$ cat src/rtl/highway_fsm.sv
// Highway side of a highway/country-road crossing: green/yellow/red sequencing,
// a saturating phase countdown, a latched country-road request and a one-cycle grant.
module highway_fsm (
    input  logic       clk,
    input  logic       rst,
    input  logic       car,
    input  logic       enable_h,
    input  logic [5:0] green_min,
    input  logic [5:0] yellow_len,
    output logic       enable_n,
    output logic [2:0] light_h,
    output logic [5:0] time_left,
    output logic       car_req
);

    // The state encoding is the lamp pattern itself, so light_h also serves as the state probe.
    typedef enum logic [2:0] {
        GREEN_H  = 3'b100,
        YELLOW_H = 3'b010,
        RED_H    = 3'b001
    } state_t;

    state_t     state;
    logic [5:0] cnt;

    // A zero duration still has to show the lamp for one cycle.
    function automatic logic [5:0] phase_len(input logic [5:0] len);
        return (len == 6'd0) ? 6'd1 : len;
    endfunction

    // Handshake with the country-road controller: enable_n is a single-cycle grant
    // issued on entry to RED_H; enable_h is the return grant, only honoured after that cycle.
    always_ff @(posedge clk) begin
        if (rst) begin
            state    <= GREEN_H;
            cnt      <= phase_len(green_min);
            enable_n <= 1'b0;
            car_req  <= 1'b0;
        end else begin
            enable_n <= 1'b0;
            if (car)
                car_req <= 1'b1;

            case (state)
                GREEN_H: begin
                    if (cnt == 6'd1 && (car_req || car)) begin
                        state   <= YELLOW_H;
                        cnt     <= phase_len(yellow_len);
                        car_req <= 1'b0;
                    end else if (cnt > 6'd1) begin
                        cnt <= cnt - 6'd1;
                    end
                end
                YELLOW_H: begin
                    if (cnt == 6'd1) begin
                        state    <= RED_H;
                        cnt      <= 6'd0;
                        enable_n <= 1'b1;
                    end else if (cnt > 6'd1) begin
                        cnt <= cnt - 6'd1;
                    end
                end
                RED_H: begin
                    cnt <= 6'd0;
                    if (enable_h && !enable_n) begin
                        state <= GREEN_H;
                        cnt   <= phase_len(green_min);
                    end
                end
                default: begin
                    state <= GREEN_H;
                    cnt   <= phase_len(green_min);
                end
            endcase
        end
    end

    assign light_h   = state;
    assign time_left = cnt;

endmodule

$ cat config.mk
export PLATFORM = sky130hd
export DESIGN_NAME = highway_fsm
export DESIGN_NICKNAME = d
export VERILOG_FILES = /design/src/rtl/highway_fsm.sv
export SDC_FILE = /design/constraint.sdc
export NUM_CORES = 1
export LEC_CHECK = 0
export ABC_AREA = 1
export CELL_PAD_IN_SITES_DETAIL_PLACEMENT = 1
export CELL_PAD_IN_SITES_GLOBAL_PLACEMENT = 2
export CORE_ASPECT_RATIO = 0.75
export CORE_UTILIZATION = 22
export CTS_CLUSTER_SIZE = 8
export DETAILED_ROUTE_END_ITERATION = 12
export PLACE_DENSITY_LB_ADDON = 0.1
export SETUP_SLACK_MARGIN = 0.2
export SLEW_MARGIN = 40
export SYNTH_ARGS = -nofsm -noshare
export SYNTH_HDL_FRONTEND = slang
export SYNTH_SLANG_ARGS = --single-unit
$ cat constraint.sdc
create_clock -name clk -period 1.6 [get_ports clk]
set_clock_uncertainty 0.15 [all_clocks]
set_input_delay 0.24 -clock clk [delete_from_list [all_inputs] [get_ports clk]]
set_output_delay 0.24 -clock clk [all_outputs]
set_load 0.02 [all_outputs]
==> results of run 1 <==
worst max-delay path: cells and delay by family (launching register included):
kind	cells	cell delay (ns)
simple gates	8	0.84
flops	1	0.36
stage by stage:
| step | setup TNS (ns) | area, sq um |
|---|---|---|
| 2_1_floorplan | 0 | 832 |
| 3_3_place_gp | -0.753 | 1170 |
| 3_5_place_dp | -0.899 | 1170 |
| 4_1_cts | 0 | 1310 |
| 5_1_grt | 0 | 1430 |
| 6_report | 0 | 1430 |
cell usage after synthesis (all sizes together):
| cell type | n |
|---|---|
| nand2 | 47 |
| inv | 18 |
| nand3 | 18 |
| nor2 | 18 |
| dfxtp | 11 |
| o21ai | 7 |
| nand4 | 4 |
| nor3 | 3 |
| a21oi | 2 |
| ha | 2 |
| a21o | 1 |
| o21bai | 1 |
| or2 | 1 |
flip-flops by register name, indices dropped and copies added (netlist names):
signal / cells
car_req: 1
time_left: 6
light_h: 3
enable_n: 1
power breakdown:
part	switching [mW]	total, mW	internal (mW)	leakage (nW)
Clock	0.123	0.300	0.176	0.0228
Sequential	0.0790	0.411	0.332	0.0938
Combinational	0.414	0.745	0.331	0.529
cells by family after synthesis:
family,after synthesis
compound gates,11
fa+ha+maj,2
buf+inv,18
flops,11
simple gates,91
final cells by class:
type                    count  area (sq um)
clock buffers               4          45.0
fillers                   435          1950
inverters                  18          80.1
multi-input cells         104           666
flip-flops and latches     11           244
well taps                  40          50.0
repair buffers             37           344
worst max path at each step:
stage / start / endpoint / slack (ns)
floorplan: light_h[0] / time_left[5] / 0.20
global placement: car / time_left[2] / -0.14
detailed placement: car / time_left[1] / -0.16
CTS: time_left[1] / time_left[5] / 0.13
global route: time_left[3] / time_left[5] / 0.04
finish: time_left[3] / time_left[5] / 0.12
layer usage:
layer	vias to the layer above	GRT usage (%)	share of wire, %
met5	-	0	0
met2	25	24.1	41
met3	2	4.05	6.3
met1	447	21.3	52
li1	509	-	-
met4	0	3.92	0.45
repair_timing:
action | in CTS | in global routing
pin swaps | 4 | 12
gates resized for setup | 37 | 29
setup endpoints to repair | 19 | 17
buffers inserted | 5 | 2
==> reports/metrics.yaml, run 1 <==
placed_design:
  dp_cells: 203
  gp_congestion: 0.758
  dpl_worst_slack_ns: -0.164
  numPortBuffers: 26
  detailed_place_hpwl_mm: 2.21
timing:
  rsz0062_at_grt: "true"
  fin_crit_ns: 1.48
  setup_viol: 0
  finalWorstSetupSlack_ns: 0.124
  drv_slew: 0
  worst_slew_pin_slew_ns: 0.308
  period_share_pct: 92.2
  max_freq_mhz: 678
  hold_ws_ns: 0.414
  timing.slew.headroom_pct: 79.3
  hold_violations: 0
synthesis:
  syn_inst: 133
  syn_nets: 151
  synthAdderAreaFrac_pct: 3.12
  netlist_area_sq_um: 802
  ys_top_cells_by_area: "dfxtp_1 27%, nand2_1 20%, nand3_1 11%"
  synth-simple-area-share_pct: 52.1
  yosysWarnings: 0
  synth.top_cell.area_share_pct: 27.5
  synthMuxAreaShare_pct: 0
  synth_top_family_by_area: "simple AND/OR/NAND/NOR gates"
  synth_xor_area_share_pct: 0
  seq_area_frac_synth_pct: 27.5
  yosysTopAreaCell: "dfxtp_1"
  synth.distinct_cells: 21
  avgSynthCellArea_sq_um: 6.03
  synth_compound_area_share_pct: 8.89
  synth_seq_cells: 11
die:
  initial_core_util_pct: 23.7
  die-area_sq_mm: 0.00389
  core_sq_mm: 0.00338
  die_h_um: 54.3
  io_pins: 27
  rows: 18
  die_w_um: 71.7
finish:
  syn2layout_area_growth_pct: 78.2
  num_antenna_cells: 0
  layout_common_cells: "37 x nand2_1, 15 x clkdlybuf4s50_1, 11 x inv_1, 11 x nor2_1, 11 x nand3_1"
  nets: 193
  drive_gt1_share_pct: 36.2
  final_util_pct: 42.3
  final_common_cell: "nand2_1"
  instances_no_fill: 214
cts:
  cts_tree: "yes"
  root_buffer: "clkbuf_8"
  clkSinkCount: 11
  cts-htree-levels: 1
  cts_buffer_depth: 2
  clock_latency_ns: 0.24
  ctsHoldBuffers: 0
  clk_pin_slew_ns: 0.06
  cts_buffers: 3
critical_path:
  cpMaxStageDelayCell: "dfxtp_4"
  required_ns: 1.58
  cpMostUsedCell: "nor2_1"
  critPathKind: "reg2reg"
  reg2reg_setup_slack_ns: 0.12
  reg2reg_from: "time_left[3]"
  path_max_fanout: 5
  cp_slowest_stage_delay_ns: 0.36
  r2r_end: "time_left[5]"
  end_kind: "flop"
  cp.arrival_ns: 1.46
  rr_worst_depth: 8
  path_cells: "nor2_4 -> nand2_2 -> nor2_4 -> nand2_1 -> nand2_2 -> nor2_1 -> nor2_1 -> nor2_1"
  cp-start-kind: "flop"
route:
  dr.pass1.iters: 4
  antenna_left: 0
  wl_per_cell_um: 13.5
  dr.first_iter.drc_count: 32
  vias: 983
  wirelength_mm: 2.89
  drc: 0
  vias_per_cell: 4.59
status:
  status: "complete, no violations"
worst_hold_path:
  hold_start: "green_min[2]"
  min_to: "time_left[2]"
  hp-class: "in2reg"
  hold_depth: 3
power_and_ir_drop:
  p_leak_nw: 0.646
  power.density_mw_per_mm2: 1020
  power.total_mw: 1.46
  peakVddDrop_mv: 0.381
global_route:
  grt_max_degree: 8
  grt_pass1_wl_mm: 4.36
  antenna_found_initial: 0
  grt_pass1_vias: 905
  track_usage_pct: 15.4
  overflow: 0
flow_run:
  maxCapViolCount: 0
Power figures use the tool's default switching activity.
==> run 2: changes to the inputs <==
--- a/config.mk
+++ b/config.mk
@@ -18,3 +18,4 @@
 export SYNTH_ARGS = -nofsm -noshare
 export SYNTH_HDL_FRONTEND = slang
 export SYNTH_SLANG_ARGS = --single-unit
+export TNS_END_PERCENT = 100
==> results of run 2 <==
Same layout as run 1: the final DEF is identical, and so are final timing and power.
==> run 3: changes to the inputs <==
--- a/config.mk
+++ b/config.mk
@@ -5,14 +5,13 @@
 export SDC_FILE = /design/constraint.sdc
 export NUM_CORES = 1
 export LEC_CHECK = 0
-export ABC_AREA = 1
 export CELL_PAD_IN_SITES_DETAIL_PLACEMENT = 1
 export CELL_PAD_IN_SITES_GLOBAL_PLACEMENT = 2
 export CORE_ASPECT_RATIO = 0.75
-export CORE_UTILIZATION = 22
+export CORE_UTILIZATION = 24
 export CTS_CLUSTER_SIZE = 8
 export DETAILED_ROUTE_END_ITERATION = 12
-export PLACE_DENSITY_LB_ADDON = 0.1
+export PLACE_DENSITY = 0.72
 export SETUP_SLACK_MARGIN = 0.2
 export SLEW_MARGIN = 40
 export SYNTH_ARGS = -nofsm -noshare
==> reports/metrics.yaml, run 3 <==
critical_path:
  critPathKind: "reg2reg"
  startpoint: "time_left[5]"
  reg2reg_setup_slack_ns: -0.23  # -0.36 ns
  path_max_fanout: 5  # unchanged
  reg2reg_from: "time_left[5]"
  end_kind: "flop"
  r2r_end: "light_h[2]"
  required_ns: 1.58  # about the same
  crit_end: "light_h[2]"
  rr_worst_depth: 5  # -3
  cp.arrival_ns: 1.81  # +0.35 ns
  cp-start-kind: "flop"
synthesis:
  yosysTopAreaCell: "dfxtp_1"
  synth.top_cells.by_count: "11 x dfxtp_1, 7 x nor2_1"
  avgSynthCellArea_sq_um: 8.19  # +36%
  synth.distinct_cells: 42  # +100%
  synthFlopType: "dfxtp_1"
  synth_edf_count: 0  # unchanged
  syn_inst: 97  # -27%
  ys_async_sr_fraction_pct: 0  # unchanged
  synth.top_cell.area_share_pct: 27.7  # +0.26 points
  netlist_area_sq_um: 795  # -0.94%
  yosysWarnings: 0  # unchanged
  seq_area_frac_synth_pct: 27.7  # +0.26 points
  ys_top_cells_by_area: "dfxtp_1 28%, a221o_1 7.6%, a21oi_1 3.8%"
  synth_seq_cells: 11  # unchanged
  synth.most_common_cell: "dfxtp_1"
  syn_nets: 115  # -24%
cts:
  cts-htree-levels: 1  # unchanged
  ctsHoldBuffers: 0  # unchanged
  clk_pin_slew_ns: 0.05  # about the same
  clkSinkCount: 11  # unchanged
  cts_buffers: 3  # unchanged
  cts_buffer_depth: 2  # unchanged
  cts_tree: "yes"
  root_buffer: "clkbuf_8"
  clock_latency_ns: 0.24  # about the same
finish:
  multi_input_area_sq_um: 618  # -7.1%
  syn2layout_area_growth_pct: 84.3
  num_antenna_cells: 0  # unchanged
  layout_common_cells: "31 x buf_4, 15 x clkdlybuf4s50_1, 6 x inv_1, 6 x a221o_1, 6 x a21oi_1"
  final_util_pct: 48.1  # +5.8 points
  seq_area_sq_um: 238  # -2.6%
  fillCellCount: 358  # -18%
  final_common_cell: "buf_4"
  drive_gt1_share_pct: 43.6  # +7.4 points
  instances_no_fill: 194  # -9.3%
  nets: 175  # -9.3%
  largest_reg_flops: 6  # unchanged
global_route:
  grt_pass1_wl_mm: 4.73  # +8.4%
  track_usage_pct: 18.4  # +3.0 points
  grt_max_degree: 11  # +3
  grt_pass1_vias: 982  # +8.5%
  overflow: 0  # unchanged
  antenna_found_initial: 0  # unchanged
route:
  dr.first_iter.drc_count: 48  # +50%
  antenna_left: 0  # unchanged
  vias: 992  # +0.92%
  dr.pass1.iters: 4  # unchanged
  wl_per_cell_um: 15.5  # +14%
  drc: 0  # unchanged
  vias_per_cell: 5.11  # +11%
  wirelength_mm: 3.00  # +3.7%
power_and_ir_drop:
  peakVddDrop_mv: 0.287  # -25%
  p_seq_share_pct: 28.9  # +0.6 points
  switchingPower_mw: 0.434  # -30%
  p_int_mw: 0.780  # -7.1%
  power.density_mw_per_mm2: 829  # -19%
  share_clk_of_total_power_pct: 23.9  # +3.3 points
  power_frac_comb_pct: 47.2  # -4.0 points
  p_leak_nw: 0.595  # -7.8%
  swShare_pct: 35.8  # -6.6 points
flow_run:
  maxCapViolCount: 0  # unchanged
placed_design:
  gp_congestion: 0.901  # +19%
  numPortBuffers: 26  # unchanged
  dp_cells: 185  # -8.9%
  dpl_worst_slack_ns: -0.270  # -0.106 ns
  detailed_place_hpwl_mm: 2.34  # +5.9%
die:
  die_h_um: 51.8  # -4.5%
  core_sq_mm: 0.00304  # -10%
  initial_core_util_pct: 26.1  # +2.4 points
  io_pins: 27  # unchanged
  rows: 17  # -1
  die-area_sq_mm: 0.00355  # -8.9%
  die_w_um: 68.4  # -4.6%
timing:
  timing.slew.headroom_pct: 67.0  # -12 points
  drv_slew: 0  # unchanged
  period_share_pct: 114  # +22 points
  max_freq_mhz: 546  # -19%
  setup_viol: 9  # +9
  hold_violations: 0  # unchanged
  hold_ws_ns: 0.499  # +0.0850 ns
  fin_crit_ns: 1.83  # +0.355 ns
  finalWorstSetupSlack_ns: -0.231  # -0.355 ns
  rsz0062_at_grt: "true"
  worst_slew_pin_slew_ns: 0.489  # +0.181 ns
worst_hold_path:
  hold_depth: 2  # -1
  hp-class: "reg2reg"
status:
  violations: "negative setup slack"
  status: "finished, violations left"
## run 3: changes by cell type after synthesis, moves of 3 or more
cell | before | now
nand2_1 | 42 | 4
nand3_1 | 17 | 0
inv_1 | 16 | 6
nor2_1 | 14 | 7
a221o_1 | 0 | 6
a21oi_1 | 1 | 6
nand2_2 | 5 | 0
nand2b_1 | 0 | 4
nand4_1 | 4 | 1
nor3_1 | 3 | 6
nor3b_1 | 0 | 3
## run 3: what timing repair did
action	in CTS	in global routing
endpoints found under the setup margin	22	18
gates resized for setup	40	14
gates cloned	0	0
pin swaps	4	4
setup buffers	2	3
## run 3: logic make-up (layout without fill, tap and decap cells)
family,after synthesis,after routing,synth area share (%)
compound gates,36,36,34.8
xor+xnor,2,2,2.21
fa+ha+maj,2,2,3.15
buf+inv,10,69,5.83
flops,11,11,27.7
mux,1,1,1.26
simple gates,35,35,25.0
## run 3: worst min-delay path by stage
stage,startpoint,end,slack [ns]
after detailed placement,car_req,car_req,0.52
final,light_h[2],light_h[0],0.50
after CTS,light_h[2],light_h[0],0.50
after global routing,green_min[2],time_left[2],0.52
after global placement,car_req,car_req,0.48
after floorplan,rst,light_h[0],0.17
## run 3: cell type report
type,instances,share of cell area (%)
Multi-Input combinational cell,76,42.2
Timing Repair Buffer,59,33.6
Sequential cell,11,16.2
Tap cell,38,3.25
Clock buffer,3,2.82
Inverter,6,1.54
Clock inverter,1,0.342
## run 3: metrics by stage
step                setup TNS (ns)  power [mW]  area [sq um]
global route                 -2.02        1.29          1460
CTS                          -1.50        1.16          1400
global placement             -1.88       0.840          1300
detailed placement           -1.84       0.850          1300
finish                       -1.53        1.21          1460
floorplan                    -1.25       0.599           808
## run 3: worst max-delay path, stage by stage (launching register included)
cell and delay [ns]:
dfxtp_4 0.34, or4_4 0.58, buf_4 0.18, nor4b_4 0.27, o21ba_1 0.14, o21ai_1 0.05
## run 3: routing by layer
layer | part of all wire, % | up-vias | wire, um | global-route usage, %
li1 | - | 491 | - | -
met1 | 53 | 474 | 1580 | 26.4
met2 | 43 | 22 | 1280 | 27.5
met3 | 3.7 | 5 | 112 | 3.51
met4 | 1.0 | 0 | 31 | 5.21
met5 | 0 | - | 0 | 0
## run 3: power groups by stage
stage	Clock (mW)	Combinational, mW	Sequential, mW
6_report	0.291	0.572	0.351
5_1_grt	0.313	0.620	0.356
4_1_cts	0.293	0.521	0.349
3_5_place_dp	0	0.502	0.348
3_3_place_gp	0	0.494	0.347
2_1_floorplan	0	0.194	0.404
